--- config.mk ---
export PLATFORM = sky130hd
export DESIGN_NAME = ex_alu_branch_fwd
export DESIGN_NICKNAME = d
export VERILOG_FILES = /design/src/rtl/ex_alu_branch_fwd.sv
export SDC_FILE = /design/constraint.sdc
export NUM_CORES = 1
export LEC_CHECK = 0
export CAP_MARGIN = 15
export CORE_MARGIN = 10
export CORE_UTILIZATION = 55
export DETAILED_ROUTE_END_ITERATION = 10
export PLACE_DENSITY = 0.95
export SYNTH_ARGS = -nofsm -noshare
export SYNTH_HDL_FRONTEND = slang
export SYNTH_SLANG_ARGS = --single-unit
export TNS_END_PERCENT = 20
--- constraint.sdc ---
create_clock -name clk -period 6.2 [get_ports clk]
set_clock_uncertainty 0.15 [all_clocks]
set_input_delay 1.24 -clock clk [delete_from_list [all_inputs] [get_ports clk]]
set_output_delay 1.24 -clock clk [all_outputs]
set_load 0.005 [all_outputs]
--- src/rtl/ex_alu_branch_fwd.sv ---
// Execute stage: operand forwarding, ALU, branch resolution, and the EX/MEM output register.
// The redirect (flush_o/br_target_o) and the load address are combinational; the result is registered.
module ex_alu_branch_fwd #(
    parameter int XLEN = 32
) (
    input  logic            clk,
    input  logic            rst,
    input  logic            valid_i,
    input  logic            stall_i,
    input  logic [XLEN-1:0] pc_i,
    input  logic [XLEN-1:0] imm_i,
    input  logic            use_imm_i,
    input  logic [3:0]      alu_op_i,
    input  logic [XLEN-1:0] rs1_data_i,
    input  logic [XLEN-1:0] rs2_data_i,
    input  logic [1:0]      rs1_sel_i,
    input  logic [1:0]      rs2_sel_i,
    input  logic [XLEN-1:0] mem_byp_i,
    input  logic [XLEN-1:0] wb_byp_i,
    input  logic [XLEN-1:0] wb_late_byp_i,
    input  logic            is_branch_i,
    input  logic [2:0]      br_op_i,
    input  logic [4:0]      rd_addr_i,
    input  logic            rd_we_i,
    output logic [XLEN-1:0] res_q_o,
    output logic [4:0]      rd_addr_q_o,
    output logic            rd_we_q_o,
    output logic            valid_q_o,
    output logic            flush_o,
    output logic [XLEN-1:0] br_target_o,
    output logic [XLEN-1:0] ld_addr_o
);

    typedef enum logic [3:0] {
        ALU_ADD   = 4'd0,
        ALU_SUB   = 4'd1,
        ALU_SLL   = 4'd2,
        ALU_SLT   = 4'd3,
        ALU_SLTU  = 4'd4,
        ALU_XOR   = 4'd5,
        ALU_SRL   = 4'd6,
        ALU_SRA   = 4'd7,
        ALU_OR    = 4'd8,
        ALU_AND   = 4'd9,
        ALU_LUI   = 4'd10,
        ALU_AUIPC = 4'd11
    } alu_op_e;

    typedef enum logic [2:0] {
        BR_BEQ  = 3'd0,
        BR_BNE  = 3'd1,
        BR_JAL  = 3'd2,
        BR_JALR = 3'd3,
        BR_BLT  = 3'd4,
        BR_BGE  = 3'd5,
        BR_BLTU = 3'd6,
        BR_BGEU = 3'd7
    } br_op_e;

    logic [XLEN-1:0] rs1f, rs2f, op_b, alu_res, rs1_plus_imm, pc_plus_imm, result;
    logic [4:0]      shamt;
    logic            lt_s, lt_u, eq, taken;

    // NOTE: every always_comb output gets a default first so no path can infer a latch.
    always_comb begin
        rs1f = rs1_data_i;
        case (rs1_sel_i)
            2'd1:    rs1f = mem_byp_i;
            2'd2:    rs1f = wb_byp_i;
            2'd3:    rs1f = wb_late_byp_i;
            default: rs1f = rs1_data_i;
        endcase
    end

    always_comb begin
        rs2f = rs2_data_i;
        case (rs2_sel_i)
            2'd1:    rs2f = mem_byp_i;
            2'd2:    rs2f = wb_byp_i;
            2'd3:    rs2f = wb_late_byp_i;
            default: rs2f = rs2_data_i;
        endcase
    end

    assign op_b         = use_imm_i ? imm_i : rs2f;
    assign shamt        = op_b[4:0];
    assign rs1_plus_imm = rs1f + imm_i;
    assign pc_plus_imm  = pc_i + imm_i;
    assign ld_addr_o    = rs1_plus_imm;

    // The ALU compares against op_b; branches always compare the two forwarded registers.
    always_comb begin
        alu_res = '0;
        case (alu_op_e'(alu_op_i))
            ALU_ADD:   alu_res = rs1f + op_b;
            ALU_SUB:   alu_res = rs1f - op_b;
            ALU_SLL:   alu_res = rs1f << shamt;
            ALU_SLT:   alu_res = {{(XLEN-1){1'b0}}, $signed(rs1f) < $signed(op_b)};
            ALU_SLTU:  alu_res = {{(XLEN-1){1'b0}}, rs1f < op_b};
            ALU_XOR:   alu_res = rs1f ^ op_b;
            ALU_SRL:   alu_res = rs1f >> shamt;
            ALU_SRA:   alu_res = $unsigned($signed(rs1f) >>> shamt);
            ALU_OR:    alu_res = rs1f | op_b;
            ALU_AND:   alu_res = rs1f & op_b;
            ALU_LUI:   alu_res = imm_i;
            ALU_AUIPC: alu_res = pc_plus_imm;
            default:   alu_res = '0;
        endcase
    end

    assign eq   = (rs1f == rs2f);
    assign lt_s = ($signed(rs1f) < $signed(rs2f));
    assign lt_u = (rs1f < rs2f);

    always_comb begin
        taken = 1'b0;
        case (br_op_e'(br_op_i))
            BR_BEQ:  taken = eq;
            BR_BNE:  taken = !eq;
            BR_JAL:  taken = 1'b1;
            BR_JALR: taken = 1'b1;
            BR_BLT:  taken = lt_s;
            BR_BGE:  taken = !lt_s;
            BR_BLTU: taken = lt_u;
            BR_BGEU: taken = !lt_u;
            default: taken = 1'b0;
        endcase
    end

    assign br_target_o = (br_op_e'(br_op_i) == BR_JALR) ? {rs1_plus_imm[XLEN-1:1], 1'b0}
                                                         : pc_plus_imm;
    assign flush_o     = valid_i & is_branch_i & taken & ~stall_i;
    assign result      = is_branch_i ? (pc_i + XLEN'(4)) : alu_res;

    // A stall pushes a full bubble: every output register is cleared, not just the valid bit.
    // NOTE: sequential state uses non-blocking assignments so all registers update together.
    always_ff @(posedge clk or negedge rst) begin
        if (!rst) begin
            res_q_o     <= '0;
            rd_addr_q_o <= '0;
            rd_we_q_o   <= 1'b0;
            valid_q_o   <= 1'b0;
        end else if (stall_i) begin
            res_q_o     <= '0;
            rd_addr_q_o <= '0;
            rd_we_q_o   <= 1'b0;
            valid_q_o   <= 1'b0;
        end else begin
            res_q_o     <= result;
            rd_addr_q_o <= rd_addr_i;
            rd_we_q_o   <= rd_we_i & valid_i;
            valid_q_o   <= valid_i;
        end
    end

endmodule

==> PnR_summary.wiki, run 1 <==
{| class="wikitable"
! Metric !! Value
|-
| Status || did not finish
|-
| Terminating stage of the flow || global routing
|-
| Run-stopping error || [ERROR GRT-0232] Routing congestion too high. Check the congestion heatmap in the GUI.
|-
| Pin ending the worst setup path after global-route repair || flush_o
|-
| Number of warnings issued by yosys || 0
|-
| Dpl cell area || 23500 sq um
|-
| Number of buffers on the longest clock path || 2
|-
| Register area share after synthesis || 5.54%
|-
| Dominant register cell in the synthesized netlist || dfrtp_1
|-
| Pin count of the biggest net entering global routing || 73
|-
| Chip Width || 199 microns
|-
| Setup WS pre-CTS || -1.10 ns
|-
| Global placer's final weighted congestion || 1.37
|-
| H-tree depth || 2
|-
| #FFs+latches synth || 39
|-
| CTS Root Cell || clkbuf_16
|-
| Number of port buffers || 350
|-
| Top-Level Pins || 351
|-
| Worst EP Category || primary output
|-
| Synthesized instance count || 2470
|-
| Total global routing track utilization || 76.0%
|-
| Overall die height || 199 microns
|-
| Standard-cell row count || 65
|-
| Number of buffers created by CTS || 5
|-
| Count of unique library cells instantiated by Yosys || 97
|-
| CTS sink count || 39
|-
| Placed wire-length estimate || 79.0 mm
|-
| Initial core utilization || 55.8%
|-
| Synthesized cell area || 17600 sq um
|-
| Nets in the synthesized netlist || 2930
|-
| GR Overflow Total || 500
|-
| Proportion of synthesized flip-flops having asynchronous set or reset || 100%
|-
| Count of flip-flops with a built-in enable after synthesis || 0
|-
| Mean area per synthesized cell || 7.13 sq um
|}
-- synthesized netlist by cell type, types with 41 or more instances --
library cell	instances	area share (%)
a221oi_1	41	2.0
nor3_1	48	1.4
nor2_1	213	4.5
o211ai_1	43	1.8
mux2i_1	68	3.9
nand2_1	275	5.9
a211oi_1	43	1.8
mux4_2	61	7.8
xnor2_1	77	3.8
o21ai_0	181	5.1
a31oi_1	43	1.5
inv_1	136	2.9
a21oi_1	226	6.4
ha_1	209	15
nand3_1	67	1.9
a21o_1	59	2.5
clkbuf_1	95	2.0
-- cells by family after synthesis --
logic type,Yosys count,synth area share (%)
adder cells (fa/ha/maj),213,15.3
XOR/XNOR,117,5.82
flip-flops,39,5.54
AND/OR/NAND/NOR,772,20.0
buffers and inverters,302,7.15
multiplexers,147,12.9
AO/OA/AOI/OAI,880,33.3
-- per-layer routing --
layer  GRT usage [%]  GRT overflow
met5            48.8            10
met2            86.0           213
met1            72.7            54
met4            75.2           180
met3            71.8            43
-- metrics by stage --
stage	TNS [ns]	hold slack, ns	std cells
floorplan	0	0.794	2470
global placement	-20.85	1.26	3399
detailed placement	-28.10	1.28	3399
CTS	-0.255	0.960	3434
-- repair_timing --
action,in CTS
endpoints found under the setup margin,47
gates resized for setup,114
hold buffers,0
pin swaps,30
endpoints found under the hold margin,0
buffers inserted,27
==> run 2, diff against run 1 <==
--- a/config.mk
+++ b/config.mk
@@ -7,9 +7,9 @@
 export LEC_CHECK = 0
 export CAP_MARGIN = 15
 export CORE_MARGIN = 10
-export CORE_UTILIZATION = 55
+export CORE_UTILIZATION = 40
 export DETAILED_ROUTE_END_ITERATION = 10
-export PLACE_DENSITY = 0.95
+export PLACE_DENSITY_LB_ADDON = 0.15
 export SYNTH_ARGS = -nofsm -noshare
 export SYNTH_HDL_FRONTEND = slang
 export SYNTH_SLANG_ARGS = --single-unit
==> run 2 against run 1 <==
Against the previous run: the flow now finishes, with violations (setup timing); area after synthesis stayed put; synthesized cell count stayed put.
==> PnR_summary.wiki, run 2 <==
{| class="wikitable"
! Metric !! Value
|-
| Status || complete, but fails checks
|-
| Failing checks || setup timing
|-
| Overall die height || 230 microns
|-
| Antenna violation net count after detailed routing || 0
|-
| Transition time of the tightest slew-check pin || 1.07 ns
|-
| Final worst path period need || 6.28 ns
|-
| DRC violation total after the first TritonRoute iteration || 3000
|-
| Area growth from synthesis to layout || 45.0%
|-
| #FFs+latches synth || 39
|-
| Top post-synthesis cells by count || nand2_1 (275), a21oi_1 (226), nor2_1 (213)
|-
| Dpl cell area || 24300 sq um
|-
| Period Utilization, post-route || 101%
|-
| Worst hold path class || input port to asynchronous set/reset pin
|-
| Register containing the most flip-flops in the final layout || res_q_o
|-
| Biggest area consumer among synthesized cells || ha_1
|-
| DIE AREA || 52800 sq um
|-
| Arrival time of the worst setup path || 4.89 ns
|-
| CTS Root Cell || clkbuf_16
|-
| Final worst slack || -0.0780 ns
|-
| Max Cap Violations || 0
|-
| Global placer's final weighted congestion || 1.08
|-
| Number of port buffers || 350
|-
| Via-to-Cell Ratio || 6.53
|-
| Setup repair after global routing missed its margin || true
|-
| Dominant cell by count in the synthesized netlist || nand2_1
|-
| Cell Pwr Density || 172 nW/um^2
|-
| Synthesized instance count || 2470
|-
| Largest registers || res_q_o (32), rd_addr_q_o (5)
|-
| Share of final-layout standard cells stronger than drive strength 1 || 22.2%
|-
| Worst max-slew margin expressed relative to the limit || 28.4%
|-
| Dominant register cell in the synthesized netlist || dfrtp_1
|-
| H-tree depth || 2
|-
| Synthesized cell area || 17600 sq um
|-
| Number of non-filler instances in the completed layout || 3705
|-
| Top-Level Pins || 351
|-
| Total global routing track utilization || 39.0%
|-
| Clock transition at path regs || 0.09 ns
|-
| Kind of start point of the critical path || input port
|-
| GR Overflow Total || 0
|-
| Setup Crit Path Kind || input port to output pin
|-
| Leak pwr || 11.4 nW
|-
| Required time reported for the critical path endpoint || 4.81 ns
|-
| Number of cells in the design after placement || 3649
|-
| Vias in the first global route || 24000
|-
| Hold Fails Final Rpt || 0
|-
| DRC viols || 0
|-
| Nets in the synthesized netlist || 2930
|-
| Max IR drop VDD || 0.000111 V
|-
| Pin count of the biggest net entering global routing || 74
|-
| Worst setup path startpoint || wb_byp_i[1]
|-
| Placed wire-length estimate || 89.4 mm
|-
| Post-layout instance area || 25500 sq um
|-
| Count of flip-flops with a built-in enable after synthesis || 0
|-
| Crit Path Max Fanout || 10
|-
| Final routed wire length divided by cell count || 29.5 microns
|-
| Nature of the critical path endpoint || output pin
|-
| CTS sink count || 39
|-
| Number of buffers on the longest clock path || 2
|-
| Setup violations, final || 6
|-
| Count of unique library cells instantiated by Yosys || 97
|-
| Commonest non-fill, non-tap cell in the layout || buf_4
|-
| Initial core utilization || 40.7%
|-
| Detailed-route via count || 24200
|-
| Standard-cell row count || 76
|-
| Area contributors post-synth || ha_1 (15%), mux4_2 (7.8%), a21oi_1 (6.4%)
|-
| Register area share after synthesis || 5.54%
|-
| First-pass GRT wire length || 157 mm
|-
| Number of nets in the layout || 3577
|-
| Number of slew-limit violations in the final report || 0
|-
| Achievable Freq || 159 MHz
|-
| Number of buffers created by CTS || 5
|-
| Number of warnings issued by yosys || 0
|-
| Chip Width || 230 microns
|-
| Most used cells in the layout excluding fill and tap cells || buf_4 (429), clkdlybuf4s50_1 (285), nand2_1 (275)
|-
| CTS tree || yes
|-
| Area of the placeable core || 43300 sq um
|-
| Max FFs per register || 32
|-
| Pre-antenna DRT Iters || 7
|-
| Mean area per synthesized cell || 7.13 sq um
|-
| Initial antenna violation count || 8
|-
| Synth top area share || 14.9%
|-
| Proportion of synthesized flip-flops having asynchronous set or reset || 100%
|-
| Total detailed-routing wirelength || 109 mm
|}
## run 2: cell counts after synthesis
No cell type changed its count.
## run 2: report_power, final
| part | internal (W) | switching [W] |
|---|---|---|
| Clock | 0.000232 | 0.000145 |
| Combinational | 0.00165 | 0.00207 |
| Sequential | 0.000276 | 0.00000831 |
| Total | 0.00216 | 0.00222 |
## run 2: final cells by class
type,count,area [sq um]
diodes,2,5.00
fillers,4082,17700
multi-input cells,2129,16000
flip-flops and latches,39,976
clock inverters,2,60.1
well taps,585,732
repair buffers,801,7100
inverters,141,534
clock buffers,6,129
## run 2: logic make-up (layout without fill, tap and decap cells)
kind of cell | count (synthesis) | after routing | synth area share, %
AOI/OAI and AO/OA | 880 | 880 | 33.3
muxes | 147 | 147 | 12.9
adders and majority gates | 213 | 213 | 15.3
and+or+nand+nor | 772 | 772 | 20.0
xor gates and xnor gates | 117 | 117 | 5.82
DFF | 39 | 39 | 5.54
other | 0 | 2 | 0
buffers and inverters | 302 | 950 | 7.15
## run 2: repair_timing
action	4_1_cts	5_1_grt
pin swaps	33	38
gates cloned	3	0
setup endpoints to repair	52	36
hold buffers	0	0
resized for setup	131	72
setup buffers	36	11
## run 2: worst max-delay path, stage by stage
cell             delay, ns
clkdlybuf4s50_1       0.42
mux4_2                0.49
buf_4                 0.21
ha_1                  0.32
a21o_1                0.15
a21oi_1               0.08
buf_4                 0.17
o21ai_4               0.20
nand3_2               0.13
nand4_1               0.14
buf_6                 0.13
buf_4                 0.11
nand2_1               0.08
a21boi_2              0.18
xor2_2                0.19
nand2_1               0.07
nand2_1               0.07
clkdlybuf4s50_1       0.50
## run 2: worst paths after layout
path,end,slack (ns),cells after the start
worst min-delay path,res_q_o[18],0.96,1
worst max-delay path,br_target_o[25],-0.08,18
min in group clk,valid_q_o,1.02,2
max in group asynchronous,rd_addr_q_o[0],4.26,1
## run 2: routing by layer
| metal | vias up | track usage [%] | share of wire [%] | wire length (microns) |
|---|---|---|---|---|
| met2 | 1761 | 61.3 | 43 | 46800 |
| met4 | 12 | 27.5 | 8.8 | 9590 |
| met5 | - | 0 | 0.065 | 71 |
| met1 | 11500 | 45.3 | 37 | 39900 |
| li1 | 10500 | - | - | - |
| met3 | 446 | 11.0 | 12 | 12700 |
## run 2: stage by stage
| step | worst slack, ns | setup TNS, ns | power, W | hold WS (ns) | util [%] |
|---|---|---|---|---|---|
| global placement | -1.08 | -28.78 | 0.00371 | 1.32 | 56.1 |
| floorplan | 0.204 | 0 | 0.00203 | 0.794 | - |
| detailed placement | -1.15 | -33.51 | 0.00374 | 1.33 | 56.1 |
| finish | -0.0780 | -0.251 | 0.00438 | 0.960 | 59.0 |
| CTS | -0.0368 | -0.156 | 0.00422 | 0.999 | 58.3 |
| global route | -0.212 | -1.99 | 0.00459 | 1.03 | 59.0 |
No activity file was read; power rests on OpenSTA's default activity.
==> run 3, diff against run 2 <==
==> constraint.sdc (replaced) <==
create_clock -name clk -period 7.45 [get_ports clk]
set_clock_uncertainty 0.15 [all_clocks]
set_input_delay 1.49 -clock clk [delete_from_list [all_inputs] [get_ports clk]]
set_output_delay 1.49 -clock clk [all_outputs]
set_load 0.005 [all_outputs]
==> run 3 against run 2 <==
Against the previous run: the run now ends clean; core utilization fell by 5.9 points; highest routed layer is now met4; sequential cell count did not move; final cell count fell by 6.9%; non-clock buffer count fell by 255; largest power group unchanged; die area did not move; wire length fell by 1.1%; count of clock-buffer cells in the layout did not move; sequential power fell by 17%; via count fell by 4.0%; critical path depth fell by 1; setup slack improved by 0.19 ns; cell area fell by 10%.
==> PnR_summary.wiki, run 3 (same netlist as run 2, synthesis figures left out) <==
{| class="wikitable"
! Metric !! Value
|-
| Detailed-route via count || 23200
|-
| Global placer's final weighted congestion || 1.08
|-
| Share of final-layout standard cells stronger than drive strength 1 || 12.7%
|-
| Register containing the most flip-flops in the final layout || res_q_o
|-
| Setup violations, final || 0
|-
| Commonest non-fill, non-tap cell in the layout || clkdlybuf4s50_1
|-
| DRC violation total after the first TritonRoute iteration || 2871
|-
| H-tree depth || 2
|-
| Crit Path Max Fanout || 11
|-
| Largest registers || res_q_o (32), rd_addr_q_o (5)
|-
| Setup_tns || 0 ns
|-
| Status || complete, no violations
|-
| Via-to-Cell Ratio || 6.73
|-
| Cell Pwr Density || 145 nW/um^2
|-
| Number of nets in the layout || 3322
|-
| Total area of multi-input combinational cells || 15500 sq um
|-
| DIE AREA || 52800 sq um
|-
| Pin count of the biggest net entering global routing || 74
|-
| Number of buffers created by CTS || 5
|-
| Area of the placeable core || 43300 sq um
|-
| Final routed wire length divided by cell count || 31.3 microns
|-
| Total global routing track utilization || 38.6%
|-
| Area growth from synthesis to layout || 30.4%
|-
| Number of cells in the design after placement || 3433
|-
| Final worst slack || 0.116 ns
|-
| Top-Level Pins || 351
|-
| GR Overflow Total || 0
|-
| Transition time of the tightest slew-check pin || 1.14 ns
|-
| DRC viols || 0
|-
| CTS sink count || 39
|-
| Kind of start point of the critical path || input port
|-
| Dpl cell area || 22600 sq um
|-
| Achievable Freq || 136 MHz
|-
| Required time reported for the critical path endpoint || 5.81 ns
|-
| Antenna violation net count after detailed routing || 0
|-
| Leak pwr || 9.80 nW
|-
| Total detailed-routing wirelength || 108 mm
|-
| Chip Width || 230 microns
|-
| Area occupied by registers || 976 sq um
|-
| Standard-cell row count || 76
|-
| Max Cap Violations || 0
|-
| Post-layout instance area || 23000 sq um
|-
| Final worst path period need || 7.33 ns
|-
| CTS Root Cell || clkbuf_16
|-
| Setup WS pre-CTS || -0.234 ns
|-
| Arrival time of the worst setup path || 5.69 ns
|-
| Setup repair after global routing missed its margin || false
|-
| Clock transition at path regs || 0.08 ns
|-
| Setup Crit Path Kind || input port to output pin
|-
| Worst max-slew margin expressed relative to the limit || 23.0%
|-
| Max FFs per register || 32
|-
| Max IR drop VDD || 0.0000787 V
|-
| Initial antenna violation count || 4
|-
| Placed wire-length estimate || 87.5 mm
|-
| Vias in the first global route || 22900
|-
| CTS tree || yes
|-
| First-pass GRT wire length || 154 mm
|-
| Pre-antenna DRT Iters || 6
|-
| Number of buffers on the longest clock path || 2
|-
| Most used cells in the layout excluding fill and tap cells || clkdlybuf4s50_1 (342), nand2_1 (275), a21oi_1 (220)
|-
| Filler instances || 4230
|-
| Worst hold path class || input port to asynchronous set/reset pin
|-
| Hold Fails Final Rpt || 0
|-
| Overall die height || 230 microns
|-
| Period Utilization, post-route || 98.4%
|-
| Nature of the critical path endpoint || output pin
|-
| Number of non-filler instances in the completed layout || 3450
|-
| Number of port buffers || 350
|-
| Initial core utilization || 40.7%
|-
| Number of slew-limit violations in the final report || 0
|}
run 3: cell count changes in the layout (fill, tap and decap cells not counted), moves of 6 or more:
| cell | change |
|---|---|
| buf_4 | -240 |
| clkdlybuf4s50_1 | +57 |
| dlygate4sd2_1 | -24 |
| dlymetal6s2s_1 | -18 |
| buf_6 | -15 |
| ha_1 | +14 |
| ha_4 | -13 |
| buf_12 | -7 |
| xor2_1 | +6 |
run 3: worst max path at each step:
| stage | start | cells after the start | endpoint | slack (ns) |
|---|---|---|---|---|
| after detailed placement | rs1_sel_i[0] | 17 | br_target_o[16] | -0.23 |
| after global routing | rs1_sel_i[1] | 17 | br_target_o[31] | 0.03 |
| after CTS | rs1_sel_i[0] | 17 | br_target_o[16] | -0.003 |
| after floorplan | rs1_sel_i[0] | 14 | br_target_o[30] | 0.95 |
| after global placement | rs1_sel_i[0] | 18 | br_target_o[31] | -0.19 |
| final | rs1_sel_i[1] | 17 | flush_o | 0.12 |
run 3: timing repair:
action / 4_1_cts / 5_1_grt
cloned: 0 / 1
setup endpoints to repair: 7 / 13
hold buffers: 0 / 0
gates resized for setup: 13 / 21
setup buffers: 0 / 5
pin swaps: 2 / 7
run 3: per-stage QoR:
stage,total power [W],utilization (%),hold slack [ns]
floorplan,0.00169,-,1.04
global placement,0.00289,52.1,1.57
detailed placement,0.00291,52.1,1.59
CTS,0.00321,52.7,1.26
global route,0.00347,53.0,1.28
finish,0.00333,53.1,1.23
run 3: final cells by class:
type	instances	share of cell area (%)
Antenna cell	2	0.0218
Timing Repair Buffer	546	21.8
Clock inverter	2	0.153
Clock buffer	6	0.605
Multi-Input combinational cell	2129	67.7
Sequential cell	39	4.25
Tap cell	585	3.19
Inverter	141	2.33
run 3: worst max-delay path, cell delays in order:
cell and delay, ns:
clkbuf_4 0.23, buf_6 0.23, buf_12 0.15, mux4_2 0.56, buf_4 0.21, ha_1 0.32
and3_1 0.20, a221o_1 0.35, a21oi_1 0.16, o21ai_0 0.11, a31o_2 0.23, a211oi_2 0.24
o211ai_1 0.14, xor2_1 0.17, o211a_1 0.14, nor3_1 0.18, clkdlybuf4s50_1 0.56
run 3: layer usage:
layer | vias up | GRT usage [%] | wire (microns)
met5 | - | 0 | 0
met4 | 0 | 25.9 | 8570
met3 | 388 | 12.3 | 13300
met2 | 1653 | 60.2 | 46500
met1 | 11100 | 44.6 | 39500
li1 | 10000 | - | -
run 3: report_power, final:
| part | total (W) | internal [W] | switching [W] | leakage [nW] |
|---|---|---|---|---|
| logic | 0.00280 | 0.00116 | 0.00165 | 9.20 |
| clock network | 0.000287 | 0.000168 | 0.000120 | 0.0869 |
| registers | 0.000236 | 0.000229 | 0.00000660 | 0.507 |
